$ cat src/rtl/sp_ram_dma_pkg.sv
// -----------------------------------------------------------------------------
// sp_ram_dma_pkg
// Shared types and constants for the single-port RAM DMA initiator.
//   mode_e  : command encoding seen on mode_i (FILL / COPY / CHECK / reserved)
//   state_e : sequencer states of the top-level FSM
//   BE_FULL : byte-enable for a full 32-bit write
//   BE_NONE : byte-enable driven on reads and idle cycles
// -----------------------------------------------------------------------------
package sp_ram_dma_pkg;

    typedef enum logic [1:0] {
        MODE_FILL  = 2'd0,
        MODE_COPY  = 2'd1,
        MODE_CHECK = 2'd2,
        MODE_RSVD  = 2'd3
    } mode_e;

    typedef enum logic [2:0] {
        ST_IDLE,
        ST_FILL,
        ST_CP_RD,
        ST_CP_WR,
        ST_CHK,
        ST_DRAIN,
        ST_FIN
    } state_e;

    localparam logic [3:0] BE_FULL = 4'hF;
    localparam logic [3:0] BE_NONE = 4'h0;

endpackage

$ cat src/rtl/sp_ram_dma_initiator_if.sv
// -----------------------------------------------------------------------------
// sp_ram_dma_initiator_if
// Single-port 32-bit RAM bus with one cycle of read latency.
//   en    : access enable           (master -> slave)
//   addr  : byte address, [1:0]=0   (master -> slave)
//   wdata : write data              (master -> slave)
//   we    : 1 write, 0 read         (master -> slave)
//   be    : byte enables            (master -> slave)
//   rdata : read data, valid the cycle after a read (slave -> master)
// -----------------------------------------------------------------------------
interface sp_ram_dma_initiator_if #(
    parameter int ADDR_WIDTH = 12
) ();

    logic                  en;
    logic [ADDR_WIDTH-1:0] addr;
    logic [31:0]           wdata;
    logic                  we;
    logic [3:0]            be;
    logic [31:0]           rdata;

    modport master (output en, addr, wdata, we, be, input rdata);
    modport slave  (input en, addr, wdata, we, be, output rdata);

endinterface

$ cat src/rtl/sp_ram_dma_chk.sv
// -----------------------------------------------------------------------------
// sp_ram_dma_chk
// Compare pipeline for CHECK commands. A read request is presented together
// with the value it should return; one cycle later the returned RAM data is
// compared against it.
//   clk_i, rst_i          : clock, asynchronous active-high reset
//   clear_i               : wipe statistics and any pending compare
//   valid_i               : a CHECK read is on the bus this cycle
//   expected_i, addr_i    : expected word and byte address of that read
//   actual_i              : RAM read data (belongs to last cycle's read)
//   mismatch_o            : compare of this cycle failed (combinational)
//   mismatch_cnt_o        : saturating mismatch count
//   first_mismatch_addr_o : byte address of the first mismatch
// -----------------------------------------------------------------------------
module sp_ram_dma_chk
    import sp_ram_dma_pkg::*;
#(
    parameter int ADDR_WIDTH = 12,
    parameter int LEN_WIDTH  = 10
) (
    input  logic                  clk_i,
    input  logic                  rst_i,
    input  logic                  clear_i,
    input  logic                  valid_i,
    input  logic [31:0]           expected_i,
    input  logic [31:0]           actual_i,
    input  logic [ADDR_WIDTH-1:0] addr_i,
    output logic                  mismatch_o,
    output logic [LEN_WIDTH-1:0]  mismatch_cnt_o,
    output logic [ADDR_WIDTH-1:0] first_mismatch_addr_o
);

    logic                  r_valid;
    logic [31:0]           r_expected;
    logic [ADDR_WIDTH-1:0] r_addr;
    logic [LEN_WIDTH-1:0]  r_cnt;
    logic [ADDR_WIDTH-1:0] r_first;
    logic                  w_mismatch;

    assign w_mismatch = r_valid && (actual_i != r_expected);

    // NOTE: payload registers need no reset; r_valid alone decides whether they are used.
    always_ff @(posedge clk_i) begin
        r_expected <= expected_i;
        r_addr     <= addr_i;
    end

    always_ff @(posedge clk_i or posedge rst_i) begin
        if (rst_i) begin
            r_valid <= 1'b0;
            r_cnt   <= '0;
            r_first <= '0;
        end else if (clear_i) begin
            r_valid <= 1'b0;
            r_cnt   <= '0;
            r_first <= '0;
        end else begin
            r_valid <= valid_i;
            if (w_mismatch) begin
                if (r_cnt != '1) begin
                    r_cnt <= r_cnt + LEN_WIDTH'(1);
                end
                // The counter never wraps back to zero, so zero means "no mismatch yet".
                if (r_cnt == '0) begin
                    r_first <= r_addr;
                end
            end
        end
    end

    assign mismatch_o            = w_mismatch;
    assign mismatch_cnt_o        = r_cnt;
    assign first_mismatch_addr_o = r_first;

endmodule

$ cat src/rtl/sp_ram_dma_initiator.sv
// -----------------------------------------------------------------------------
// sp_ram_dma_initiator
// Executes one FILL, COPY or CHECK command at a time over a single-port RAM.
//   clk_i, rst_i          : clock, asynchronous active-high reset
//   start_i               : command strobe, honoured only in IDLE
//   mode_i                : 0 FILL, 1 COPY, 2 CHECK, 3 reserved (error)
//   src_addr_i/dst_addr_i : byte base addresses (low two bits ignored)
//   len_i                 : number of 32-bit words
//   pattern_i             : word i uses pattern_i + i
//   busy_o, done_o, err_o : status; done_o pulses once per command
//   mismatch_cnt_o        : CHECK mismatch count (saturating)
//   first_mismatch_addr_o : byte address of the first CHECK mismatch
//   ram                   : RAM master port
// All outputs come from registers except the COPY write data, which forwards
// ram.rdata in the write cycle: the word read in the previous cycle only
// arrives in the cycle it must be written.
// -----------------------------------------------------------------------------
module sp_ram_dma_initiator
    import sp_ram_dma_pkg::*;
#(
    parameter int ADDR_WIDTH = 12,
    parameter int LEN_WIDTH  = 10
) (
    input  logic                  clk_i,
    input  logic                  rst_i,
    input  logic                  start_i,
    input  logic [1:0]            mode_i,
    input  logic [ADDR_WIDTH-1:0] src_addr_i,
    input  logic [ADDR_WIDTH-1:0] dst_addr_i,
    input  logic [LEN_WIDTH-1:0]  len_i,
    input  logic [31:0]           pattern_i,
    output logic                  busy_o,
    output logic                  done_o,
    output logic                  err_o,
    output logic [LEN_WIDTH-1:0]  mismatch_cnt_o,
    output logic [ADDR_WIDTH-1:0] first_mismatch_addr_o,
    sp_ram_dma_initiator_if.master ram
);

    localparam logic [ADDR_WIDTH-1:0] WORD_STEP = ADDR_WIDTH'(4);

    state_e                r_state;
    logic [ADDR_WIDTH-1:0] r_src;       // next source address to read
    logic [ADDR_WIDTH-1:0] r_dst;       // next destination address to write
    logic [LEN_WIDTH-1:0]  r_len;
    logic [LEN_WIDTH-1:0]  r_cnt;       // words issued so far
    logic [31:0]           r_data;      // pattern + (next word index)
    logic [31:0]           r_exp;       // expected value of the read on the bus
    logic                  r_busy;
    logic                  r_done;
    logic                  r_err;
    logic                  r_en;
    logic [ADDR_WIDTH-1:0] r_addr;
    logic [31:0]           r_wdata;
    logic                  r_we;
    logic [3:0]            r_be;

    mode_e                 w_mode;
    logic [ADDR_WIDTH-1:0] w_src;
    logic [ADDR_WIDTH-1:0] w_dst;
    logic                  w_clear;
    logic                  w_chk_valid;
    logic                  w_mismatch;

    assign w_mode      = mode_e'(mode_i);
    assign w_src       = {src_addr_i[ADDR_WIDTH-1:2], 2'b00};
    assign w_dst       = {dst_addr_i[ADDR_WIDTH-1:2], 2'b00};
    assign w_clear     = (r_state == ST_IDLE) && start_i;
    assign w_chk_valid = (r_state == ST_CHK) && r_en;

    sp_ram_dma_chk #(
        .ADDR_WIDTH (ADDR_WIDTH),
        .LEN_WIDTH  (LEN_WIDTH)
    ) u_chk (
        .clk_i                 (clk_i),
        .rst_i                 (rst_i),
        .clear_i               (w_clear),
        .valid_i               (w_chk_valid),
        .expected_i            (r_exp),
        .actual_i              (ram.rdata),
        .addr_i                (r_addr),
        .mismatch_o            (w_mismatch),
        .mismatch_cnt_o        (mismatch_cnt_o),
        .first_mismatch_addr_o (first_mismatch_addr_o)
    );

    // NOTE: non-blocking assignments so every branch sees the pre-edge register values.
    always_ff @(posedge clk_i or posedge rst_i) begin
        if (rst_i) begin
            r_state <= ST_IDLE;
            r_src   <= '0;
            r_dst   <= '0;
            r_len   <= '0;
            r_cnt   <= '0;
            r_data  <= '0;
            r_exp   <= '0;
            r_busy  <= 1'b0;
            r_done  <= 1'b0;
            r_err   <= 1'b0;
            r_en    <= 1'b0;
            r_addr  <= '0;
            r_wdata <= '0;
            r_we    <= 1'b0;
            r_be    <= BE_NONE;
        end else begin
            if (w_mismatch) begin
                r_err <= 1'b1;
            end

            case (r_state)
                ST_IDLE: begin
                    r_done <= 1'b0;
                    if (start_i) begin
                        r_len <= len_i;
                        r_cnt <= LEN_WIDTH'(1);
                        r_err <= (w_mode == MODE_RSVD);
                        if (len_i == '0 || w_mode == MODE_RSVD) begin
                            r_done  <= 1'b1;
                            r_state <= ST_FIN;
                        end else begin
                            // The first access goes out in the cycle right after acceptance.
                            r_busy <= 1'b1;
                            r_en   <= 1'b1;
                            case (w_mode)
                                MODE_FILL: begin
                                    r_we    <= 1'b1;
                                    r_be    <= BE_FULL;
                                    r_addr  <= w_dst;
                                    r_wdata <= pattern_i;
                                    r_dst   <= w_dst + WORD_STEP;
                                    r_data  <= pattern_i + 32'd1;
                                    r_state <= ST_FILL;
                                end
                                MODE_COPY: begin
                                    r_we    <= 1'b0;
                                    r_be    <= BE_NONE;
                                    r_addr  <= w_src;
                                    r_src   <= w_src + WORD_STEP;
                                    r_dst   <= w_dst;
                                    r_state <= ST_CP_RD;
                                end
                                MODE_CHECK: begin
                                    r_we    <= 1'b0;
                                    r_be    <= BE_NONE;
                                    r_addr  <= w_src;
                                    r_exp   <= pattern_i;
                                    r_src   <= w_src + WORD_STEP;
                                    r_data  <= pattern_i + 32'd1;
                                    r_state <= ST_CHK;
                                end
                                default: r_state <= ST_IDLE;
                            endcase
                        end
                    end
                end

                ST_FILL: begin
                    if (r_cnt == r_len) begin
                        r_en    <= 1'b0;
                        r_we    <= 1'b0;
                        r_be    <= BE_NONE;
                        r_busy  <= 1'b0;
                        r_done  <= 1'b1;
                        r_state <= ST_FIN;
                    end else begin
                        r_addr  <= r_dst;
                        r_wdata <= r_data;
                        r_dst   <= r_dst + WORD_STEP;
                        r_data  <= r_data + 32'd1;
                        r_cnt   <= r_cnt + LEN_WIDTH'(1);
                    end
                end

                ST_CP_RD: begin
                    r_we    <= 1'b1;
                    r_be    <= BE_FULL;
                    r_addr  <= r_dst;
                    r_dst   <= r_dst + WORD_STEP;
                    r_state <= ST_CP_WR;
                end

                ST_CP_WR: begin
                    // Keep the forwarded word so wdata holds once the bus goes quiet.
                    r_wdata <= ram.rdata;
                    if (r_cnt == r_len) begin
                        r_en    <= 1'b0;
                        r_we    <= 1'b0;
                        r_be    <= BE_NONE;
                        r_busy  <= 1'b0;
                        r_done  <= 1'b1;
                        r_state <= ST_FIN;
                    end else begin
                        r_we    <= 1'b0;
                        r_be    <= BE_NONE;
                        r_addr  <= r_src;
                        r_src   <= r_src + WORD_STEP;
                        r_cnt   <= r_cnt + LEN_WIDTH'(1);
                        r_state <= ST_CP_RD;
                    end
                end

                ST_CHK: begin
                    if (r_cnt == r_len) begin
                        r_en    <= 1'b0;
                        r_state <= ST_DRAIN;
                    end else begin
                        r_addr <= r_src;
                        r_exp  <= r_data;
                        r_src  <= r_src + WORD_STEP;
                        r_data <= r_data + 32'd1;
                        r_cnt  <= r_cnt + LEN_WIDTH'(1);
                    end
                end

                // The last read's data is compared during this cycle.
                ST_DRAIN: begin
                    r_busy  <= 1'b0;
                    r_done  <= 1'b1;
                    r_state <= ST_FIN;
                end

                ST_FIN: begin
                    r_done  <= 1'b0;
                    r_state <= ST_IDLE;
                end

                default: r_state <= ST_IDLE;
            endcase
        end
    end

    assign busy_o    = r_busy;
    assign done_o    = r_done;
    assign err_o     = r_err;
    assign ram.en    = r_en;
    assign ram.addr  = r_addr;
    assign ram.wdata = (r_state == ST_CP_WR) ? ram.rdata : r_wdata;
    assign ram.we    = r_we;
    assign ram.be    = r_be;

endmodule
$ cat src/flat_wrapper.sv
// flat-port wrapper written by rule: the top's interface ports become plain ports
module sp_ram_dma_initiator_flat import sp_ram_dma_pkg::*;
#(
    parameter int ADDR_WIDTH = 12,
    parameter int LEN_WIDTH  = 10
)
  (clk_i, rst_i, start_i, mode_i, src_addr_i, dst_addr_i, len_i, pattern_i, busy_o, done_o, err_o, mismatch_cnt_o, first_mismatch_addr_o, ram_en, ram_addr, ram_wdata, ram_we, ram_be, ram_rdata);
  sp_ram_dma_initiator_if #(.ADDR_WIDTH(ADDR_WIDTH)) ram_i ();
  input  logic clk_i;
  input  logic rst_i;
  input  logic start_i;
  input  logic [1:0] mode_i;
  input  logic [ADDR_WIDTH-1:0] src_addr_i;
  input  logic [ADDR_WIDTH-1:0] dst_addr_i;
  input  logic [LEN_WIDTH-1:0] len_i;
  input  logic [31:0] pattern_i;
  output logic busy_o;
  output logic done_o;
  output logic err_o;
  output logic [LEN_WIDTH-1:0] mismatch_cnt_o;
  output logic [ADDR_WIDTH-1:0] first_mismatch_addr_o;
  output wire logic [$bits(ram_i.en)-1:0] ram_en;
  output wire logic [$bits(ram_i.addr)-1:0] ram_addr;
  output wire logic [$bits(ram_i.wdata)-1:0] ram_wdata;
  output wire logic [$bits(ram_i.we)-1:0] ram_we;
  output wire logic [$bits(ram_i.be)-1:0] ram_be;
  input wire logic [$bits(ram_i.rdata)-1:0] ram_rdata;
  assign ram_en = ram_i.en;
  assign ram_addr = ram_i.addr;
  assign ram_wdata = ram_i.wdata;
  assign ram_we = ram_i.we;
  assign ram_be = ram_i.be;
  assign ram_i.rdata = ram_rdata;
  sp_ram_dma_initiator #(.ADDR_WIDTH(ADDR_WIDTH), .LEN_WIDTH(LEN_WIDTH)) u_core (.clk_i(clk_i), .rst_i(rst_i), .start_i(start_i), .mode_i(mode_i), .src_addr_i(src_addr_i), .dst_addr_i(dst_addr_i), .len_i(len_i), .pattern_i(pattern_i), .busy_o(busy_o), .done_o(done_o), .err_o(err_o), .mismatch_cnt_o(mismatch_cnt_o), .first_mismatch_addr_o(first_mismatch_addr_o), .ram(ram_i));
endmodule
$ cat config.mk
export PLATFORM = sky130hd
export DESIGN_NAME = sp_ram_dma_initiator_flat
export DESIGN_NICKNAME = d
export VERILOG_FILES = /design/src/rtl/sp_ram_dma_pkg.sv /design/src/rtl/sp_ram_dma_initiator_if.sv /design/src/rtl/sp_ram_dma_chk.sv /design/src/rtl/sp_ram_dma_initiator.sv /design/src/flat_wrapper.sv
export SDC_FILE = /design/constraint.sdc
export NUM_CORES = 1
export LEC_CHECK = 0
export CORE_ASPECT_RATIO = 0.5
export CORE_UTILIZATION = 25
export CTS_CLUSTER_DIAMETER = 30
export CTS_CLUSTER_SIZE = 12
export DETAILED_ROUTE_END_ITERATION = 10
export HOLD_SLACK_MARGIN = 0.02
export SYNTH_ARGS = -nofsm -noshare
export SYNTH_HDL_FRONTEND = slang
export SYNTH_SLANG_ARGS = --single-unit
$ cat constraint.sdc
create_clock -name clk_i -period 16.3 [get_ports clk_i]
set_clock_uncertainty 0.1 [all_clocks]
set_input_delay 3.26 -clock clk_i [delete_from_list [all_inputs] [get_ports clk_i]]
set_output_delay 3.26 -clock clk_i [all_outputs]
set_load 0.1 [all_outputs]
# Word-level counts from Yosys, hierarchy flattened

Index checks and enable logic that the tools add are counted.

Reduce and logical (&&, ||, !) cells: 42
Muxes and demuxes: 69
Shift operators: 0
Equality and inequality tests: 29
$add $sub $neg: 8
Div/mod/pow operators: 0
Multiply operators: 0
Order comparisons: 0
Bitwise gates (word level): 0

Operators by type and width:

| cell                  | count |
|---|---|
| $mux 32               | 12 |
| $mux 12               | 14 |
| $pmux 32 s2           | 2 |
| $pmux 32 s3           | 1 |
| $pmux 12 s2           | 3 |
| $add 32x1->32 const B | 2 |
| $mux 10               | 5 |
| $add 12x3->12 const B | 4 |
| $pmux 12 s4           | 1 |
| $pmux 12 s3           | 1 |
| $ne 32x32->1          | 1 |
| $reduce_and 5->1      | 6 |
| $ne 2x2->1 const B    | 12 |
| $add 10x1->10 const B | 2 |
| $logic_not 10->1      | 2 |
| $pmux 10 s2           | 1 |
| $pmux 3 s6            | 1 |
| $pmux 4 s4            | 1 |
| $mux 3                | 5 |
| $reduce_bool 2->1     | 7 |
| $mux 1                | 12 |
| $mux 4                | 3 |
| $reduce_bool 4->1     | 3 |
| $eq 10x10->1          | 1 |
| other kinds (24)      | 46 |

Bits in read-only memories: 0
Word-level logic and storage cells: 168
Register bits after elaboration: 231
Output and inout port bits: 75
Memories kept: 0
Latch bits: 0
Bits in writable memories: 0

# Logic depth before layout (Yosys ltp)

Gate-level depths: netlist of the first run.

Depth in word-level cells: 6
Mapped depth: 17
Depth with buffers taken out: 11

# Hierarchy

From an unflattened synthesis of the first run, not the netlist that was laid out.

Cell total of the unflattened synthesis: 1495
Area, all modules: 13022.5 µm²

By module, submodules not included:

| module               | instances | cells an instance | area an instance (µm²) |
|---|---|---|---|
| sp_ram_dma_initiator | 1         | 1299              | 10641.5 |
| sp_ram_dma_chk       | 1         | 196               | 2381.0 |

# Worst setup path before layout of the first run

No wires, ideal clock.

Path kind: input port to output port
From: input port ram_rdata[0]
To: output port ram_wdata[0]
Data arrival time: 3.731 ns
Path buffers: 0
Stages: 1
Setup slack: 9.209 ns
Cells stage by stage: mux2_2

Word-level cells in the longest chain between the ends: 1

RTL lines:

| what        | line                        | source |
|---|---|---|
| from (decl) | flat_wrapper.sv:27          | `input wire logic [$bits(ram_i.rdata)-1:0] ram_rdata;` |
| $mux 32     | sp_ram_dma_initiator.sv:237 | `assign ram.wdata = (r_state == ST_CP_WR) ? ram.rdata : r_wdata;` |
| to (decl)   | flat_wrapper.sv:24          | `output wire logic [$bits(ram_i.wdata)-1:0] ram_wdata;` |

Every way passes these cells.

# Worst setup path after layout of the first run

From: input port ram_rdata[13]
To: output port ram_wdata[13]

The elaborated chain is that of the path after synthesis.

==> reports/qor.csv, run 1 <==
metric,value,unit
Num Clock Sinks,220,
Routed Antenna Nets,0,
met3 Resource Use GR,2.16,%
syn nets,1642,
clock root cell,clkbuf_16,
hold path depth,0,
Iter 0 DRT Violations,1131,
main combinational cell family by area after synthesis,simple AND/OR/NAND/NOR gates,
first-pass GRT wire length,65100,um
gr ovfl total,0,
FMAX,116,MHz
Die X,326,um
YS warnings,0,
most frequent cells in the layout,"180 x nand2_1, 176 x dfrtp_1, 173 x clkdlybuf4s50_1",
initial antenna violation count,1,
Pleak,7.22,nW
post-synthesis mux area share,11.0,%
xor/xnor share of the synthesized area,4.14,%
Final Wtd Congestion,0.899,
Die ar.,53300,um^2
"EDFF count, synth",0,
setup TNS,0,ps
"area leader, netlist",dfrtp_1,
post-synthesis sequential area ratio,40.4,%
Syn Inst Count,1527,
crit path capture type,output pin,
Post-Syn Area,13100,um^2
"Area growth, synth to finish",30.8,%
"Hold-fix buffers, CTS",0,
CP arrival,5230,ps
Ports,178,
compound-gate portion of the synthesized area,19.4,%
"FF+latch count, synth",220,
post_cts resized,0,
residual DRC count,0,
Routed WL per cell,17.2,um
CP startpoint kind,input pin,
Overall Power,3.97,mW
global routing met2 resource utilization,25.5,%
largest net degree at the start of global routing,70,
synthesized area per cell,8.57,um^2
gr usage total,15.1,%
Clock Latency Late Sink,560,ps
final period utilization,52.7,%
DR vias/cell,5.07,
Max Slew Vio Count,0,
fin nets,1773,
maximum vdd drop,125,uV
class of the worst hold path,reg -> reg,
Slew HR,20.7,%
setup bufs post-CTS,0,
CTS max path bufs,3,
RSZ-0062 raised after global routing,no,
Async SR Flop Fraction,80.5,%
"Hold Vio Cnt, Final",0,
"commonest non-fill, non-tap cell in the layout",nand2_1,
layout cells sized above 1,10.1,%
Least-Margin Pin Slew,1190,ps
Reg2Reg Depth,10,
Worst Path Max Fanout,3,
post-synth top area share,33.8,%
via count,12100,
Die H,164,um
post-synthesis adder-cell area fraction,1.15,%
P per Cell Area,232,nW/um^2
hold slack,262,ps
ys flop type,dfrtp_1,
total of max-cap violations,0,
detailed placement HPWL,28000,um
gr busiest metal,met2,
CTS tree,yes,
post-layout minimum cycle time,8590,ps
cts bufs inserted,50,
CP Class,in -> out,
Critical Path RT,12940,ps
I/O Buffers,173,
Rows,58,
Core ar.,50900,um^2
status,finished clean,
endpoints failing setup,0,
Initial Util,25.7,%
vias in the first global route,11500,
Filler cells,5241,
Clock Pin Slew Worst Setup and Hold Paths,50,ps
met1 usage,19.4,%
DR pass1 iterations,5,
drt total wl,41000,um
Post-Synth Simple-Gate Area,19.6,%
Unique masters post-synth,79,
H-tree depth,2,
largest cells by area after synthesis,"dfrtp_1 34%, mux2i_1 7.6%, dfxtp_1 6.6%",
==> layout make-up <==
cell class / instances / area (um^2) / share of cell area (%)
antenna: 1 / 2.50 / 0.0146
clock buffer: 67 / 1400 / 8.15
clock inverter: 26 / 354 / 2.07
inverter: 22 / 87.6 / 0.512
multi-input combinational: 1174 / 7260 / 42.4
sequential: 220 / 5290 / 30.9
tap: 690 / 863 / 5.04
timing repair buffer: 190 / 1860 / 10.9
==> power by group <==
part,total (mW),internal [mW],switching (mW)
Sequential,1.03,0.801,0.231
Clock,1.03,0.699,0.330
Combinational,1.91,0.570,1.34
==> cells in the mapped netlist (13+ instances only) <==
| master | number |
|---|---|
| o31ai_1 | 13 |
| buf_2 | 21 |
| xnor2_1 | 18 |
| nor4_1 | 27 |
| a31oi_1 | 29 |
| mux2i_1 | 99 |
| a21oi_1 | 157 |
| dfxtp_1 | 43 |
| clkbuf_1 | 72 |
| a211oi_1 | 18 |
| mux2_2 | 40 |
| dfrtp_1 | 177 |
| o22ai_1 | 14 |
| and3_1 | 17 |
| xor2_1 | 42 |
| nand4_1 | 22 |
| nand2_1 | 182 |
| inv_1 | 22 |
| nand3_1 | 33 |
| nor2_1 | 160 |
| o21ai_0 | 93 |
| nor3_1 | 37 |
| or3_1 | 20 |
==> routing by layer <==
| metal | vias to the layer above | part of all wire [%] |
|---|---|---|
| met5 | - | 0 |
| met4 | 0 | 2.8 |
| met3 | 67 | 4.3 |
| met2 | 315 | 49 |
| met1 | 5922 | 44 |
| li1 | 5810 | - |
==> sequential cells by signal (all words and copies together), names as in the netlist, 3 cells and up <==
signal and count:
u_core.r_data 32, u_core.r_exp 32, u_core.r_wdata 32, u_core.u_chk.r_expected 32, u_core.ram.addr 11, u_core.u_chk.first_mismatch_addr_o 11
u_core.u_chk.r_addr 11, u_core.r_cnt 10, u_core.r_dst 10, u_core.r_len 10, u_core.r_src 10, u_core.u_chk.mismatch_cnt_o 10
u_core.r_state 3
==> per-stage QoR <==
step	instances	utilization, %	worst slack (ps)	instance area [um^2]
3_5_place_dp	2296	30.2	7710	15400
5_1_grt	2390	33.6	7650	17100
4_1_cts	2389	33.6	7700	17100
6_report	2390	33.6	7710	17100
3_3_place_gp	2296	30.2	7700	15400
2_1_floorplan	1527	-	8140	13100
==> worst max-delay path, stage by stage <==
cell	delay [ps]
clkdlybuf4s50_1	600
mux2_2	230
clkdlybuf4s50_1	1130
==> cells by family (layout without fill, tap and decap cells) <==
family                     Yosys count  after routing
muxes                              139            139
buffers and inverters              133            305
other                                0              1
xor gates and xnor gates            61             61
DFF                                220            220
AOI/OAI and AO/OA                  411            411
adders and majority gates           12             12
and+or+nand+nor                    551            551
==> final timing paths <==
check | slack [ps] | endpoint | from
worst max register to register | 12060 | u_core.r_src[6]$_DFFE_PP0P_ | u_core.r_state[1]$_DFFE_PP0P_
worst min-delay path | 260 | u_core.u_chk.r_expected[17]$_DFF_P_ | u_core.r_exp[17]$_DFFE_PP0P_
worst max-delay path | 7710 | ram_wdata[13] | ram_rdata[13]
worst min register to register | 260 | u_core.u_chk.r_expected[17]$_DFF_P_ | u_core.r_exp[17]$_DFFE_PP0P_
min in group asynchronous | 3040 | u_core.u_chk.mismatch_cnt_o[7]$_DFFE_PP0P_ | rst_i
max in group asynchronous | 11750 | u_core.done_o$_DFFE_PP0P_ | rst_i
Note: power is estimated with default switching activity, not from simulation.
==> run 2, diff against run 1 <==
- clock period: 16.3 -> 8.04 ns (I/O delays scaled with it)
==> run 2 against run 1 <==
Compared with the run above:
- core utilization shrank 0.11 points
- combinational power grew 100%
- register-to-register slack lost 9000 ps
==> reports/qor.csv, run 2 (synthesis results as in run 1) <==
metric,value,unit
status,finished clean,
crit path capture type,output pin,
Pleak,7.20,nW
cts bufs inserted,49,
gr ovfl total,0,
"Hold-fix buffers, CTS",0,
Clock Latency Late Sink,560,ps
Reg2Reg Depth,13,
Slew HR,20.7,%
Num Clock Sinks,220,
total of max-cap violations,0,
"Hold Vio Cnt, Final",0,
CTS max path bufs,3,
hold path depth,0,
largest net degree at the start of global routing,67,
endpoints failing setup,0,
residual DRC count,0,
Die H,164,um
Rows,58,
Least-Margin Pin Slew,1190,ps
Routed Antenna Nets,0,
Core ar.,50900,um^2
"commonest non-fill, non-tap cell in the layout",nand2_1,
DR pass1 iterations,5,
via count,12200,
post_cts resized,0,
CP Class,reg -> out,
maximum vdd drop,270,uV
Ports,178,
fin util,33.5,%
Die ar.,53300,um^2
final period utilization,74.0,%
Die X,326,um
Final Wtd Congestion,0.891,
I/O Buffers,173,
FMAX,168,MHz
Routed WL per cell,17.2,um
fin nets,1772,
most frequent cells in the layout,"180 x nand2_1, 176 x dfrtp_1, 173 x clkdlybuf4s50_1",
n_diodes,0,
drt total wl,41100,um
initial antenna violation count,0,
Worst Path Max Fanout,22,
clock root cell,clkbuf_16,
RSZ-0062 raised after global routing,no,
DR vias/cell,5.11,
"Area growth, synth to finish",30.3,%
setup bufs post-CTS,0,
post-place setup slack,2650,ps
Max Slew Vio Count,0,
Clock Pin Slew Worst Setup and Hold Paths,50,ps
first-pass GRT wire length,64200,um
CP arrival,4250,ps
vias in the first global route,11300,
Initial Util,25.7,%
gr usage total,14.9,%
Filler cells,5245,
worst setup margin,2090,ps
class of the worst hold path,reg -> reg,
Iter 0 DRT Violations,965,
CTS tree,yes,
detailed placement HPWL,28300,um
Critical Path RT,6330,ps
P per Cell Area,468,nW/um^2
CP startpoint kind,flop,
setup TNS,0,ps
H-tree depth,2,
post-layout minimum cycle time,5950,ps
layout cells sized above 1,10.2,%
-- run 2: cell count changes in the layout (fill, tap and decap cells not counted) --
cell / previous run / this run
bufinv_16: 6 / 5
clkbuf_1: 9 / 7
clkbuf_16: 50 / 49
clkbuf_8: 8 / 11
clkinv_2: 3 / 10
clkinv_4: 5 / 3
clkinv_8: 1 / 0
clkinvlp_4: 4 / 5
diode_2: 1 / 0
inv_16: 0 / 1
inv_6: 5 / 2
inv_8: 3 / 0
-- run 2: cell type report --
cell class	instances	area (um^2)	area share (%)
multi-input cells	1174	7260	42.6
flip-flops and latches	220	5290	31.0
repair buffers	190	1860	10.9
clock buffers	67	1400	8.23
well taps	690	863	5.06
clock inverters	25	293	1.72
inverters	22	87.6	0.513
-- run 2: worst max-delay path, stage by stage (launching register included) --
cell	delay, ps
dfrtp_1	850
nand3b_1	860
buf_4	520
mux2_2	260
clkdlybuf4s50_1	1190
-- run 2: stage by stage --
stage / hold slack [ps] / total power [mW] / cells / instance area, um^2
after floorplan: 248 / 4.99 / 1527 / 13100
after global placement: 251 / 5.90 / 2296 / 15400
after detailed placement: 252 / 5.96 / 2296 / 15400
after CTS: 259 / 8.02 / 2388 / 17100
after global routing: 272 / 8.43 / 2388 / 17100
final: 257 / 7.99 / 2388 / 17100
-- run 2: power breakdown --
| part | switching [mW] | total (mW) | internal, mW | leakage (nW) |
|---|---|---|---|---|
| clock | 0.650 | 2.03 | 1.38 | 0.829 |
| combinational | 2.70 | 3.85 | 1.15 | 3.86 |
| sequential | 0.486 | 2.11 | 1.62 | 2.51 |
| total | 3.83 | 7.99 | 4.15 | 7.20 |
-- run 2: metal layers --
metal	global-route usage, %	routed length [um]	up-vias
li1	-	-	5815
met1	19.0	18200	5992
met2	26.1	20500	326
met3	2.13	1630	63
met4	4.74	900	0
met5	0	0	-
-- run 2: worst paths after layout --
| check | from | end | slack [ps] |
|---|---|---|---|
| hold reg to reg | u_core.r_exp[8]$_DFFE_PP0P_ | u_core.u_chk.r_expected[8]$_DFF_P_ | 260 |
| setup / recovery | u_core.r_state[0]$_DFFE_PP0P_ | ram_wdata[14] | 2090 |
| min in group asynchronous | rst_i | u_core.r_wdata[26]$_DFFE_PP0P_ | 1390 |
| hold / removal | u_core.r_exp[8]$_DFFE_PP0P_ | u_core.u_chk.r_expected[8]$_DFF_P_ | 260 |
| setup reg to reg | u_core.r_state[1]$_DFFE_PP0P_ | u_core.r_data[28]$_DFFE_PP0P_ | 3070 |
| max in group asynchronous | rst_i | u_core.r_state[1]$_DFFE_PP0P_ | 4980 |
